--- config.mk ---
export PLATFORM = sky130hd
export DESIGN_NAME = multicycle_control_unit_flat
export DESIGN_NICKNAME = d
export VERILOG_FILES = /design/src/rtl/multicycle_control_unit_if.sv /design/src/rtl/multicycle_control_unit.sv /design/src/flat_wrapper.sv
export SDC_FILE = /design/constraint.sdc
export NUM_CORES = 1
export LEC_CHECK = 0
export CAP_MARGIN = 10
export CORE_ASPECT_RATIO = 1.25
export CORE_MARGIN = 4
export CORE_UTILIZATION = 25
export DETAILED_ROUTE_END_ITERATION = 12
export SLEW_MARGIN = 20
export SYNTH_ARGS = -nofsm -noshare
export SYNTH_HDL_FRONTEND = slang
export SYNTH_SLANG_ARGS = --single-unit
--- constraint.sdc ---
create_clock -name clk -period 1.95 [get_ports clk]
set_input_delay 0.39 -clock clk [delete_from_list [all_inputs] [get_ports clk]]
set_output_delay 0.39 -clock clk [all_outputs]
set_load 0.01 [all_outputs]
--- src/rtl/multicycle_control_unit_if.sv ---
// Control/handshake bundle between the multicycle control unit and its datapath.
// The control unit is the master: it reads opcode/flags and drives every control line.
interface multicycle_control_unit_if;
  logic [10:0] opcode;
  logic        zero;
  logic        mem_ready;
  logic        imem_read;
  logic        ir_write;
  logic        pc_write;
  logic        pc_src;
  logic        reg2loc;
  logic        alusrc;
  logic        memtoreg;
  logic        regwrite;
  logic        memread;
  logic        memwrite;
  logic [1:0]  aluop;

  modport master (
    input  opcode, zero, mem_ready,
    output imem_read, ir_write, pc_write, pc_src, reg2loc, alusrc,
           memtoreg, regwrite, memread, memwrite, aluop
  );

  modport slave (
    output opcode, zero, mem_ready,
    input  imem_read, ir_write, pc_write, pc_src, reg2loc, alusrc,
           memtoreg, regwrite, memread, memwrite, aluop
  );
endinterface

--- src/rtl/multicycle_control_unit.sv ---
// Multicycle LEGv8 control FSM: FETCH/DECODE/EXEC/MEM/WB with a sticky TRAP for
// undecodable opcodes and a retired-instruction counter.
module multicycle_control_unit #(
  parameter bit MEM_WAIT_EN = 1'b1,
  parameter int CNT_W       = 16
) (
  input  logic                      clk,
  input  logic                      rst_n,
  multicycle_control_unit_if.master bus,
  output logic [2:0]                state,
  output logic                      illegal_op,
  output logic [CNT_W-1:0]          retired
);

  typedef enum logic [2:0] {
    S_FETCH  = 3'd0,
    S_DECODE = 3'd1,
    S_EXEC   = 3'd2,
    S_MEM    = 3'd3,
    S_WB     = 3'd4,
    S_TRAP   = 3'd5
  } state_t;

  typedef enum logic [2:0] {
    C_ILL  = 3'd0,
    C_B    = 3'd1,
    C_CBZ  = 3'd2,
    C_LDUR = 3'd3,
    C_STUR = 3'd4,
    C_R    = 3'd5
  } cls_t;

  // Ordered casez: the first matching pattern decides the class.
  function automatic cls_t decode_op(input logic [10:0] op);
    casez (op)
      11'b000101?????: decode_op = C_B;
      11'b10110100???: decode_op = C_CBZ;
      11'b11111000010: decode_op = C_LDUR;
      11'b11111000000: decode_op = C_STUR;
      11'b1??0101?000: decode_op = C_R;
      default:         decode_op = C_ILL;
    endcase
  endfunction

  state_t state_q, state_d;
  cls_t   cls_q;
  cls_t   op_cls;
  logic   ready;
  logic   retire;
  logic   imem_read_c, ir_write_c, pc_write_c;

  assign op_cls = decode_op(bus.opcode);
  assign ready  = MEM_WAIT_EN ? bus.mem_ready : 1'b1;

  always_comb begin
    state_d      = state_q;
    retire       = 1'b0;
    imem_read_c  = 1'b0;
    ir_write_c   = 1'b0;
    pc_write_c   = 1'b0;
    bus.pc_src   = 1'b0;
    bus.reg2loc  = 1'b0;
    bus.alusrc   = 1'b0;
    bus.memtoreg = 1'b0;
    bus.regwrite = 1'b0;
    bus.memread  = 1'b0;
    bus.memwrite = 1'b0;
    bus.aluop    = 2'b00;
    case (state_q)
      S_FETCH: begin
        imem_read_c = 1'b1;
        if (ready) begin
          ir_write_c = 1'b1;
          pc_write_c = 1'b1;
          state_d    = S_DECODE;
        end
      end
      S_DECODE: state_d = (op_cls == C_ILL) ? S_TRAP : S_EXEC;
      S_EXEC: begin
        case (cls_q)
          C_R: begin
            bus.aluop = 2'b10;
            state_d   = S_WB;
          end
          C_LDUR: begin
            bus.alusrc = 1'b1;
            state_d    = S_MEM;
          end
          C_STUR: begin
            bus.alusrc  = 1'b1;
            bus.reg2loc = 1'b1;
            state_d     = S_MEM;
          end
          C_CBZ: begin
            bus.aluop   = 2'b01;
            bus.reg2loc = 1'b1;
            pc_write_c  = bus.zero;
            bus.pc_src  = bus.zero;
            state_d     = S_FETCH;
            retire      = 1'b1;
          end
          C_B: begin
            pc_write_c = 1'b1;
            bus.pc_src = 1'b1;
            state_d    = S_FETCH;
            retire     = 1'b1;
          end
          default: state_d = S_FETCH;
        endcase
      end
      S_MEM: begin
        bus.memread  = (cls_q == C_LDUR);
        bus.memwrite = (cls_q == C_STUR);
        if (ready) begin
          if (cls_q == C_LDUR) begin
            state_d = S_WB;
          end else begin
            state_d = S_FETCH;
            retire  = 1'b1;
          end
        end
      end
      S_WB: begin
        bus.regwrite = 1'b1;
        bus.memtoreg = (cls_q == C_LDUR);
        state_d      = S_FETCH;
        retire       = 1'b1;
      end
      S_TRAP:  state_d = S_TRAP;
      default: state_d = S_FETCH;
    endcase
  end

  // Reset parks the FSM in FETCH, so the FETCH-only requests are masked while rst_n is low.
  assign bus.imem_read = imem_read_c & rst_n;
  assign bus.ir_write  = ir_write_c  & rst_n;
  assign bus.pc_write  = pc_write_c  & rst_n;
  assign state         = state_q;

  always_ff @(posedge clk or negedge rst_n) begin
    if (!rst_n) begin
      state_q    <= S_FETCH;
      cls_q      <= C_ILL;
      illegal_op <= 1'b0;
      retired    <= '0;
    end else begin
      state_q <= state_d;
      if (state_q == S_DECODE) cls_q <= op_cls;
      if (state_d == S_TRAP) illegal_op <= 1'b1;
      if (retire) retired <= retired + CNT_W'(1);
    end
  end

endmodule

--- src/flat_wrapper.sv ---
// flat-port wrapper written by rule: the top's interface ports become plain ports
module multicycle_control_unit_flat 
#(
  parameter bit MEM_WAIT_EN = 1'b1,
  parameter int CNT_W       = 16
)
  (clk, rst_n, state, illegal_op, retired, bus_opcode, bus_zero, bus_mem_ready, bus_imem_read, bus_ir_write, bus_pc_write, bus_pc_src, bus_reg2loc, bus_alusrc, bus_memtoreg, bus_regwrite, bus_memread, bus_memwrite, bus_aluop);
  multicycle_control_unit_if bus_i ();
  input  logic clk;
  input  logic rst_n;
  output logic [2:0] state;
  output logic illegal_op;
  output logic [CNT_W-1:0] retired;
  input wire logic [$bits(bus_i.opcode)-1:0] bus_opcode;
  input wire logic [$bits(bus_i.zero)-1:0] bus_zero;
  input wire logic [$bits(bus_i.mem_ready)-1:0] bus_mem_ready;
  output wire logic [$bits(bus_i.imem_read)-1:0] bus_imem_read;
  output wire logic [$bits(bus_i.ir_write)-1:0] bus_ir_write;
  output wire logic [$bits(bus_i.pc_write)-1:0] bus_pc_write;
  output wire logic [$bits(bus_i.pc_src)-1:0] bus_pc_src;
  output wire logic [$bits(bus_i.reg2loc)-1:0] bus_reg2loc;
  output wire logic [$bits(bus_i.alusrc)-1:0] bus_alusrc;
  output wire logic [$bits(bus_i.memtoreg)-1:0] bus_memtoreg;
  output wire logic [$bits(bus_i.regwrite)-1:0] bus_regwrite;
  output wire logic [$bits(bus_i.memread)-1:0] bus_memread;
  output wire logic [$bits(bus_i.memwrite)-1:0] bus_memwrite;
  output wire logic [$bits(bus_i.aluop)-1:0] bus_aluop;
  assign bus_i.opcode = bus_opcode;
  assign bus_i.zero = bus_zero;
  assign bus_i.mem_ready = bus_mem_ready;
  assign bus_imem_read = bus_i.imem_read;
  assign bus_ir_write = bus_i.ir_write;
  assign bus_pc_write = bus_i.pc_write;
  assign bus_pc_src = bus_i.pc_src;
  assign bus_reg2loc = bus_i.reg2loc;
  assign bus_alusrc = bus_i.alusrc;
  assign bus_memtoreg = bus_i.memtoreg;
  assign bus_regwrite = bus_i.regwrite;
  assign bus_memread = bus_i.memread;
  assign bus_memwrite = bus_i.memwrite;
  assign bus_aluop = bus_i.aluop;
  multicycle_control_unit #(.MEM_WAIT_EN(MEM_WAIT_EN), .CNT_W(CNT_W)) u_core (.clk(clk), .rst_n(rst_n), .bus(bus_i), .state(state), .illegal_op(illegal_op), .retired(retired));
endmodule
# Word-level counts from Yosys, hierarchy flattened
# Index checks and enable logic that the tools add are counted.
[totals]
ff_bits = 23
inputBits = 15
out_inout_bits = 32
elab_cells = 56
[classes]
n_addsub = 1
eq_ne = 16
muxes = 27
bitwise = 3
n_reduce_logical = 5
[ops]
columns = ["operator", "count"]
rows = [
  ["one-hot mux 3 bit (5 select lines)", 2],
  ["== test 11 bit (second input constant)", 2],
  ["adder 16 x 1 -> 16 bit (second input constant)", 1],
  ["== test 8 bit (second input constant)", 2],
  ["== test 3 bit (second input constant)", 5],
  ["2-to-1 mux 1 bit", 15],
  ["== test 3 x 2 -> 1 bit (second input constant)", 4],
  ["2-to-1 mux 3 bit", 4],
  ["== test 3 x 1 -> 1 bit (second input constant)", 2],
  ["== test 6 x 3 -> 1 bit (second input constant)", 1],
  ["logical NOT 3 bit", 2],
  ["one-hot mux 3 bit (2 select lines)", 1],
  ["OR reduction 2 bit", 3],
  ["one-hot mux 1 bit (2 select lines)", 2],
  ["one-hot mux 2 bit (2 select lines)", 1],
  ["AND 1 bit", 3],
  ["one-hot mux 1 bit (3 select lines)", 1],
  ["2-to-1 mux 2 bit", 1],
]

# Logic depth before layout (Yosys ltp)
[logic_depth]
ltp_word = 6
ltp_mapped = 7
depth_no_buf = 5

# Worst setup path before layout
# No wires, ideal clock.
[synth_path]
path_kind = "flip-flop to flip-flop"
from = "register u_core.state_q[0] (netlist: u_core.state[0])"
to = "register u_core.retired[13]"
setup_time_ps = 125
arrival_ps = 1961
required_time_ps = 1825
setup_slack_ps = -136
path_stages_with_launch = 8
path_buffers = 2
synth_period_minus_slack_ps = 2086
path_cell_list = "dfrtp_1 > or3b_1 > buf_2 > or4_4 > o211ai_4 > buf_8 > nand3_1 > xnor2_1"
[synth_between]
elab_chain_cells = 2
elab_cells_between_ends = 4
cone_classes = "eq/ne (3); mux (1)"
[synth_rtl]
columns = ["item", "line_no", "source"]
rows = [
  ["from (decl)", "multicycle_control_unit.sv:45", "state_t state_q, state_d;"],
  ["from (signal assigned)", "multicycle_control_unit.sv:147", "state_q <= state_d;"],
  ["== test 3 bit / == test 3 x 2 -> 1 bit (equally long branches)", "multicycle_control_unit.sv:69", "case (state_q)"],
  ["one-hot mux 1 bit (3 select lines) (*)", "multicycle_control_unit.sv:69", ""],
  ["to (signal assigned)", "multicycle_control_unit.sv:150", "if (retire) retired <= retired + CNT_W'(1);"],
  ["to (decl)", "multicycle_control_unit.sv:12", "output logic [CNT_W-1:0] retired"],
]
# Mark *: on every way between the ends. The rest lies on a longest branch, timed or not.
# A chain may end at the register's enable or synchronous reset.

# Final worst setup path
[layout_path]
from = "register u_core.state_q[2] (netlist: u_core.state[2])"
to = "register u_core.retired[4]"
# The elaborated chain is that of the path after synthesis.

==> run summary <==
status: finished, violations left
violated checks: negative setup slack
met1 wire length: 1.453 mm
share of layout cells above drive strength 1: 0.4231
Worst Setup End Kind: flop
DR WL met3: 267 um
core area: 5116 um^2
top layer in use: met4
I/O pins: 47
Synth Cell Area: 1336 um^2
vias in the first global route: 1,424
Sw Share: 0.2654
Placed Area: 2141 um^2
Filler cells: 480
commonest non-fill, non-tap cells in the layout: 41 x buf_4, 33 x clkdlybuf4s50_1, 21 x dfrtp_1, 12 x xnor2_1, 9 x buf_6
Netlist cell types: 42
FF+latch area: 578.1 um^2
routed vias: 1,421
Place WS: -544.6 ps
final core occ: 0.4762
gpl congestion: 0.8055
Max VDD drop: 0.2035 mV
DR vias/cell: 4.801
row count: 29
Comb power frac: 0.230
Die H: 89.74 um
post-route ant nets: 0
WL final: 3.880 mm
met2 WL: 2.080 mm
r2r setup slk: -170 ps
TritonRoute pass-1 iters: 4
Finished Layout Cells: 296
area grow syn2layout: 82.30%
maxcap violations: 0
design area: 2436 um^2
Clk Latency, worst-skew pair: 260 ps
clock buffer count from CTS: 3
Net Switching: 285.7 uW
clock sink count: 23
Crit Path Max Fanout: 7
clock power share: 0.272
Worst-path clk slew: 80 ps
Synth warnings: 0
top achievable clock speed: 472.7 MHz
Die Span X: 73.39 um
CTS tree: built
largest net degree at the start of global routing: 25
hpwl dp: 2.927 mm
die area: 6586 um^2
PortBufs: 46
Setup Total Neg Slack: -2288 ps
Rel. slew slack: 0.7201
internal power: 790.8 uW
register area share after synthesis: 0.4307
CTS H-Tree Depth: 1
register share of total power: 0.498
final setup vio count: 22
share of flip-flops with an asynchronous set or reset: 1.000
WHS: 308.6 ps
final count of hold timing violations: 0
Starting Density: 0.2612
Clock Path Buffers: 2
most common cell after layout, fill and taps aside: buf_4
ANT cells: 0
Avg Cell Area, Syn: 9.614 um^2
multi-input logic area: 859.6 um^2
PnR worst setup slack: -165.4 ps
Worst-Margin Slew: 414.0 ps
residual DRC count: 0
initial DRC count: 38
Period minus WS final: 2115 ps
Critical Path AT: 2270 ps
Tot Pwr: 1.076 mW
Slew Viols, Final: 0
Worst Clk Skew: 3.168 ps
Lkg Pwr: 1.082 nW
Synth Net Count: 155
placed cells: 277
Synth Register Bits: 23
Worst setup SP type: flop
top_reg_cell synth: dfrtp_1
power density over cell area: 441.9 nW/um^2
first-pass GRT wire length: 6.210 mm
total grt overflow: 0
Gate Count Post-Synth: 139
DR WL/cell: 13.11 um
fin crit share: 1.085
Hold WC Path Type: primary input to async pin
root buffer cell: clkbuf_8
CP Class: flop to flop
setup repair after global routing missed its margin: true
WP data required: 2100 ps
Post-synth EDFFs: 0
initial antenna violation count: 0
Nets: 251
GRT Total Usage: 0.1179
[logic make-up (layout without fill, tap and decap cells)]
kind of cell    Yosys count  in the layout  share of synthesized area
flops                    23             23                     0.4307
simple gates             67             67                     0.2912
mux                       3              3                    0.02528
compound gates           20             20                     0.1077
fa+ha+maj                 1              1                   0.009362
xor+xnor                 15             15                    0.09832
buf+inv                  10            105                    0.03745
[flip-flops by register name (all words and copies together), names as in the netlist]
register and cells:
u_core.cls_q 3, u_core.illegal_op 1, u_core.retired 16, u_core.state 3
[path summary, 6_finish.rpt]
kind                                         start            endpoint  cells after the start
worst max-delay path               u_core.state[2]   u_core.retired[4]                      8
worst min-delay path                         rst_n   u_core.retired[9]                      2
worst max register to register     u_core.state[2]   u_core.retired[4]                      8
worst min register to register  u_core.retired[15]  u_core.retired[15]                      1
max in group asynchronous                    rst_n     u_core.state[1]                      2
min in group clk                u_core.retired[15]  u_core.retired[15]                      1
[synth_stat cells (2+ instances only)]
master,n,area share
a21oi_1,2,0.0075
nand2_1,11,0.031
nand3_1,7,0.026
dfrtp_1,23,0.43
nor4b_1,2,0.013
nor2b_1,2,0.0094
or2_2,2,0.0094
nor3_1,6,0.022
nor2_1,10,0.028
mux2_2,3,0.025
o211ai_1,2,0.011
nand4_1,5,0.023
or3b_2,2,0.013
xnor2_1,14,0.092
a21o_1,2,0.011
and3_1,6,0.028
nand2b_1,3,0.014
nand3b_1,2,0.011
o21ai_0,6,0.022
clkbuf_1,3,0.0084
inv_1,5,0.014
[final cells by class]
class	count	area share
Tap cell	62	0.03184
Sequential cell	23	0.2373
Inverter	5	0.007704
Multi-Input combinational cell	106	0.3528
Timing Repair Buffer	96	0.3518
Clock buffer	4	0.01849
[power groups by stage]
| stage | sequential [mW] | clock (mW) | combinational [mW] |
|---|---|---|---|
| floorplan | 0.545 | 0 | 0.0790 |
| global placement | 0.546 | 0 | 0.212 |
| detailed placement | 0.547 | 0 | 0.216 |
| CTS | 0.536 | 0.304 | 0.245 |
| global route | 0.542 | 0.336 | 0.268 |
| finish | 0.536 | 0.293 | 0.247 |
[repair_timing]
action	CTS	global route
cloned	0	0
hold buffers	0	0
resized for setup	62	23
pin swaps	15	10
endpoints found under the setup margin	28	31
buffers inserted	11	5
[critical path, stage by stage (launching register included)]
cell      delay [ps]
dfrtp_1          410
or3b_4           440
buf_6            140
or4_4            430
o211ai_4         150
buf_12           160
buf_4            110
nand2_4           40
xnor2_2          130
[routing by layer]
layer,vias up,global-route usage
li1,687,-
met1,679,0.1286
met2,47,0.2164
met3,8,0.02679
met4,0,0.03927
met5,-,0
Note: power is estimated with default switching activity, not from simulation.
